<file path="config.mk">
export PLATFORM = sky130hd
export DESIGN_NAME = mem_arbiter
export DESIGN_NICKNAME = d
export VERILOG_FILES = /design/src/rtl/mem_arbiter.sv
export SDC_FILE = /design/constraint.sdc
export NUM_CORES = 1
export LEC_CHECK = 0
export CAP_MARGIN = 20
export CORE_MARGIN = 8
export CORE_UTILIZATION = 34
export DETAILED_ROUTE_END_ITERATION = 10
export PLACE_DENSITY = 0.87
export SLEW_MARGIN = 20
export SYNTH_ARGS = -nofsm -noshare
export SYNTH_HDL_FRONTEND = slang
export SYNTH_SLANG_ARGS = --single-unit
</file>
<file path="constraint.sdc">
create_clock -name clk -period 1.6 [get_ports clk]
set_input_delay 0.24 -clock clk [delete_from_list [all_inputs] [get_ports clk]]
set_output_delay 0.24 -clock clk [all_outputs]
set_load 0.01 [all_outputs]
</file>
<file path="src/rtl/mem_arbiter.sv">
// Two-port memory arbiter: IDLE -> ACCESS (grant) -> RESP (completion) over one synchronous memory port.
// Define MEM_ARB_RR_EN for round-robin arbitration; the default is fixed priority with port 0 winning ties.
module mem_arbiter (
    input  logic        clk,
    input  logic        resetn,
    input  logic        m0_req,
    input  logic        m0_we,
    input  logic [31:0] m0_addr,
    input  logic [31:0] m0_wdata,
    output logic        m0_gnt,
    output logic        m0_rvalid,
    output logic [31:0] m0_rdata,
    input  logic        m1_req,
    input  logic        m1_we,
    input  logic [31:0] m1_addr,
    input  logic [31:0] m1_wdata,
    output logic        m1_gnt,
    output logic        m1_rvalid,
    output logic [31:0] m1_rdata,
    input  logic        halt_m0,
    output logic [31:0] address,
    output logic [31:0] data_out,
    output logic        we,
    input  logic [31:0] data_in
);

    typedef enum logic [1:0] {IDLE, ACCESS, RESP} state_t;

    typedef struct packed {
        logic        we;
        logic [31:0] addr;
        logic [31:0] wdata;
    } req_t;

    state_t     state, state_nxt;
    req_t [1:0] req;
    logic [1:0] elig;
    logic       sample;
    logic       grant_now;
    logic       win;
    logic       owner;

    assign req[0] = '{we: m0_we, addr: m0_addr, wdata: m0_wdata};
    assign req[1] = '{we: m1_we, addr: m1_addr, wdata: m1_wdata};

    // Port 0 is masked out entirely while halted; an access already sampled is unaffected.
    assign elig      = {m1_req, m0_req & ~halt_m0};
    assign sample    = (state == IDLE) || (state == RESP);
    assign grant_now = sample && (elig != 2'b00);

`ifdef MEM_ARB_RR_EN
    logic ptr;

    // A lone request wins outright; on a tie the pointer names the port not granted last.
    always_comb begin
        win = elig[1];
        if (elig == 2'b11)
            win = ptr;
    end

    always_ff @(posedge clk or negedge resetn) begin
        if (!resetn)
            ptr <= 1'b0;
        else if (grant_now)
            ptr <= ~win;
    end
`else
    always_comb begin
        win = ~elig[0];
    end
`endif

    always_ff @(posedge clk or negedge resetn) begin
        if (!resetn)
            state <= IDLE;
        else
            state <= state_nxt;
    end

    always_comb begin
        state_nxt = state;
        case (state)
            IDLE:    state_nxt = grant_now ? ACCESS : IDLE;
            ACCESS:  state_nxt = RESP;
            RESP:    state_nxt = grant_now ? ACCESS : IDLE;
            default: state_nxt = IDLE;
        endcase
    end

    // we is registered high only for the cycle that follows a sample, so it is high exactly in ACCESS.
    always_ff @(posedge clk or negedge resetn) begin
        if (!resetn) begin
            owner    <= 1'b0;
            address  <= '0;
            data_out <= '0;
            we       <= 1'b0;
        end else if (grant_now) begin
            owner    <= win;
            address  <= req[win].addr;
            data_out <= req[win].wdata;
            we       <= req[win].we;
        end else begin
            we       <= 1'b0;
        end
    end

    assign m0_gnt    = (state == ACCESS) && !owner;
    assign m1_gnt    = (state == ACCESS) &&  owner;
    assign m0_rvalid = (state == RESP)   && !owner;
    assign m1_rvalid = (state == RESP)   &&  owner;
    assign m0_rdata  = m0_rvalid ? data_in : '0;
    assign m1_rdata  = m1_rvalid ? data_in : '0;

    a_one_gnt: assert property (@(posedge clk) disable iff (!resetn) !(m0_gnt && m1_gnt));
    a_one_rv:  assert property (@(posedge clk) disable iff (!resetn) !(m0_rvalid && m1_rvalid));
    a_we_acc:  assert property (@(posedge clk) disable iff (!resetn) we |-> (state == ACCESS));

endmodule

</file>
* Word-level counts from Yosys, hierarchy flattened
Index checks and enable logic that the tools add are counted.
** Cells by class
- Order comparisons :: 1
- Equality and inequality tests :: 2
- Multiplexer cells :: 7
- Bitwise gates (word level) :: 3
- Reduce and logical (&&, ||, !) cells :: 10
** Operators by type and width (number)
- 65-bit 2-to-1 mux :: 2
- 32-bit 2-to-1 mux :: 2
- 1-bit logical AND :: 5
- 2-bit case mux with 2 select lines :: 1
- 2-bit by 1-bit == test with 1-bit output (second input constant) :: 1
- 2-bit == test (second input constant) :: 1
- 2-bit logical NOT :: 1
- 1-bit by 2-bit < comparator with 1-bit output (second input constant) :: 1
- 1-bit 2-to-1 mux :: 2
- 1-bit inverter :: 2
- 2-bit nonzero test :: 1
- 2-bit OR reduction :: 1
- 1-bit bitwise AND :: 1
- 1-bit logical NOT :: 1
- 1-bit logical OR :: 1
** Word-level totals
- Register bits :: 68
- Input port bits :: 167
- Logic and storage cells :: 28

* Logic depth before layout (Yosys ltp)
- Depth after elaboration :: 6
- Depth in mapped cells :: 5
- Gate-level depth less buffers :: 3

* Least setup slack after synthesis
OpenSTA, ideal clock, no wires.
- Path type :: register -> output
- Start point :: reg state[0]
- End point :: out m0_rdata[22]
- Data arrival time :: 1286 ps
- Required time :: 1360 ps
- Path slack :: 74 ps
- Cell stages (with the launch flop) :: 4
- Buffers on the path :: 1
- Path through :: dfrtp_1 > nor3b_1 > clkbuf_1 > and2_1
** On the way
- Cells in the longest elaborated chain, start to end :: 3
** RTL lines
- from (decl) :: RTL line 35 : state_t state, state_nxt;
- from (signal assigned) :: RTL line 77 : state <= state_nxt;
- 2-bit == test :: RTL line 109 : assign m0_rvalid = (state == RESP) && !owner;
- 1-bit logical AND :: RTL line 109
- named net m0_rvalid :: RTL line 11 : output logic m0_rvalid,
- 32-bit 2-to-1 mux :: RTL line 111 : assign m0_rdata = m0_rvalid ? data_in : '0;
- to (decl) :: RTL line 12 : output logic [31:0] m0_rdata,
The timed path passes the listed nets, and every way through them passes these cells.

* Worst setup path in the final report
- Start point :: reg state[0]
- End point :: out m0_rdata[14]
** On the way
- Cells in the longest elaborated chain, start to end :: 3
** RTL lines (RTL line)
- 2-bit == test :: 109
- 1-bit logical AND :: 109
- 32-bit 2-to-1 mux :: 111
Every way passes these cells.

==> results.toml <==
[sta]
fin_crit_sh = 1.17
worst_slack_ns = -0.274
timing.fmax_mhz = 534
maxSlewHeadroom = 0.751
drv_slew = 0
hold_viol_final = 0
setup_violations = 123
worst_pin_slew_ns = 0.373
rsz0062_at_grt = "true"
post-route-min-period_ns = 1.87
skew_ns = 0.00840

[logic_synthesis]
synth_xor_area_frac = 0
syn_nets = 459
synth_top_family_by_area = "multiplexers"
synth_fa_ha_area_frac = 0
synth_compound_area_frac = 0.00350
ys_warn_count = 0
seq_area_frac_synth = 0.433
synth.cell_area_mm2 = 0.00393
synth.area.mux_share = 0.407
ys_seq_elements = 68
ys_types = 17
synth_cells = 292
yosys.area_share.simple = 0.117
synth_area_per_cell_um2 = 13.5

[placement]
hpwl_mm = 12.8
portBuffers = 299
gp_congestion = 0.846
post-place-ws_ns = -0.345
placedInstanceArea_mm2 = 0.00713

[finish]
drive_gt1_frac = 0.498
area_growth_pct = 115
nNetsFinal = 797
design_area_mm2 = 0.00843
utilization = 0.742

[route]
route.detailed.drc = 0
wl_per_cell_um = 24.2
antenna_left = 0
first_iter_violations = 141
viasPerCell = 4.81
firstDrtPassIters = 4
wl_mm = 18.9
vias = 3754

[power_and_ir_drop]
swShare = 0.263
seqPwrFrac = 0.301
leakagePower_nw = 3.86
p_int_mw = 5.62
power.density_mw_per_mm2 = 904
p_sw_mw = 2.00
p_total_mw = 7.62
clkPwrFrac = 0.296
p_comb_frac = 0.402
irDropWorstVdd_uv = 644

[clock_network]
cts_buffers = 9
cts.sinks = 68
cts-root-buf = "clkbuf_16"
cts_buffer_depth = 2
clock_latency_ns = 0.32
ctsHtreeMaxLevel = 3
clk_pin_slew_ns = 0.06
cts_tree = "built"

[die]
design.die.area_mm2 = 0.0153
io_pins = 300
start_util = 0.346
die_h_um = 124
core_mm2 = 0.0114
dieWidth_um = 124
fp-row-count = 39

[global_route]
grt_max_degree = 69
antenna_found_initial = 3
grt_use_total = 0.204
grt_pass1_wl_mm = 23.3
grt_pass1_vias = 3995
grt.overflow.total = 0

[setup_path]
worst_setup_path_start_kind = "flop"
crit_fanout = 17
r2r_cells = 6
r2r_end = "address[5]"
crit_type = "flop to output port"
endpoint_kind = "output port"
worstReg2RegStart = "state[0]"
reg2reg_slack_ns = -0.07
required_ns = 1.36
critPathArrivalTime_ns = 1.63

[status]
violations = "setup timing"
status = "finished, violations left"

[min_path]
hold_class = "input port to async pin"

[job]
cap_violations = 0
power groups by stage:
| stage | Combinational, mW | Sequential (mW) | Clock (mW) |
|---|---|---|---|
| after CTS | 2.59 | 2.27 | 2.30 |
| after global routing | 3.21 | 2.34 | 2.39 |
| after global placement | 2.44 | 2.26 | 0 |
| after detailed placement | 2.48 | 2.30 | 0 |
| final | 3.07 | 2.30 | 2.26 |
| after floorplan | 0.785 | 2.43 | 0 |
cells by family after synthesis:
group / Yosys count
compound gates: 2
buf+inv: 21
simple gates: 72
mux: 129
flops: 68
layer usage:
metal,GRT usage,up-vias,part of all wire
met5,0,-,0
met4,0.105,0,0.036
met3,0.0799,36,0.095
met2,0.379,201,0.53
met1,0.191,1828,0.34
li1,-,1689,-
layout by cell type (no fill, tap or decap), types with 2 or more instances in the layout:
cell type        Yosys  routed
buf_16               0       4
clkinvlp_4           0       3
bufinv_16            0       3
mux2_2              88      48
mux2_4              40      80
buf_2                4      15
buf_6                9      64
dfrtp_1             68      66
buf_4                1       9
buf_12               0      10
dfrtp_2              0       2
clkbuf_16            0      21
nor2b_4              0       2
clkdlybuf4s50_1      0     229
and2_1              65      16
diode_2              0       3
and2_4               0      49
sequential cells by signal, summed over array words and instances (netlist names):
name      count
address      32
data_out     32
state         2
owner         1
we            1
critical path: stages, from the launching register on:
cell	delay (ns)
dfrtp_1	0.41
buf_6	0.13
nor3b_4	0.20
buf_4	0.16
buf_12	0.13
and2_1	0.15
buf_2	0.14
area by class of cell:
cell class                      instances  area (um^2)
Clock buffer                           10          229
Fill cell                             711         2940
Timing Repair Buffer                  346         3800
Multi-Input combinational cell        204         2390
Tap cell                              143          179
Antenna cell                            3         7.51
Clock inverter                          6          113
Sequential cell                        68         1700
Inverter                                1         3.75
synthesized netlist by cell type (all sizes together):
library cell    n  area share
dfrtp          68        0.43
clkbuf          6      0.0057
nor2b           3      0.0048
buf            14       0.033
inv             1     0.00095
o22a            1      0.0022
mux2          128        0.40
nor2            1     0.00095
and2           65        0.10
nand2b          1      0.0035
a21oi           1      0.0013
and3b           1      0.0022
mux2i           1      0.0025
nor3b           1      0.0019
through the flow:
step	TNS [ns]	cells	hold WS [ns]
2_1_floorplan	0	292	-0.0556
3_3_place_gp	-25.98	726	0.286
3_5_place_dp	-29.24	726	0.290
4_1_cts	-10.92	755	0.467
5_1_grt	-19.88	781	0.474
6_report	-13.94	781	0.451
worst max path at each step:
| stage | slack (ns) | end | start |
|---|---|---|---|
| 2_1_floorplan | 0.07 | m0_rdata[22] | state[0] |
| 3_3_place_gp | -0.30 | address[14] | halt_m0 |
| 3_5_place_dp | -0.35 | data_out[31] | halt_m0 |
| 4_1_cts | -0.22 | m1_rdata[14] | state[1] |
| 5_1_grt | -0.35 | m0_rdata[14] | state[0] |
| 6_report | -0.27 | m0_rdata[14] | state[0] |
timing repair:
item	in CTS	in global routing
hold buffers	1	0
gates resized for setup	354	111
setup endpoints to repair	69	127
cloned	6	17
pin swaps	15	18
setup buffers	7	6
endpoints found under the hold margin	68	0
(Power assumes the default switching activity.)
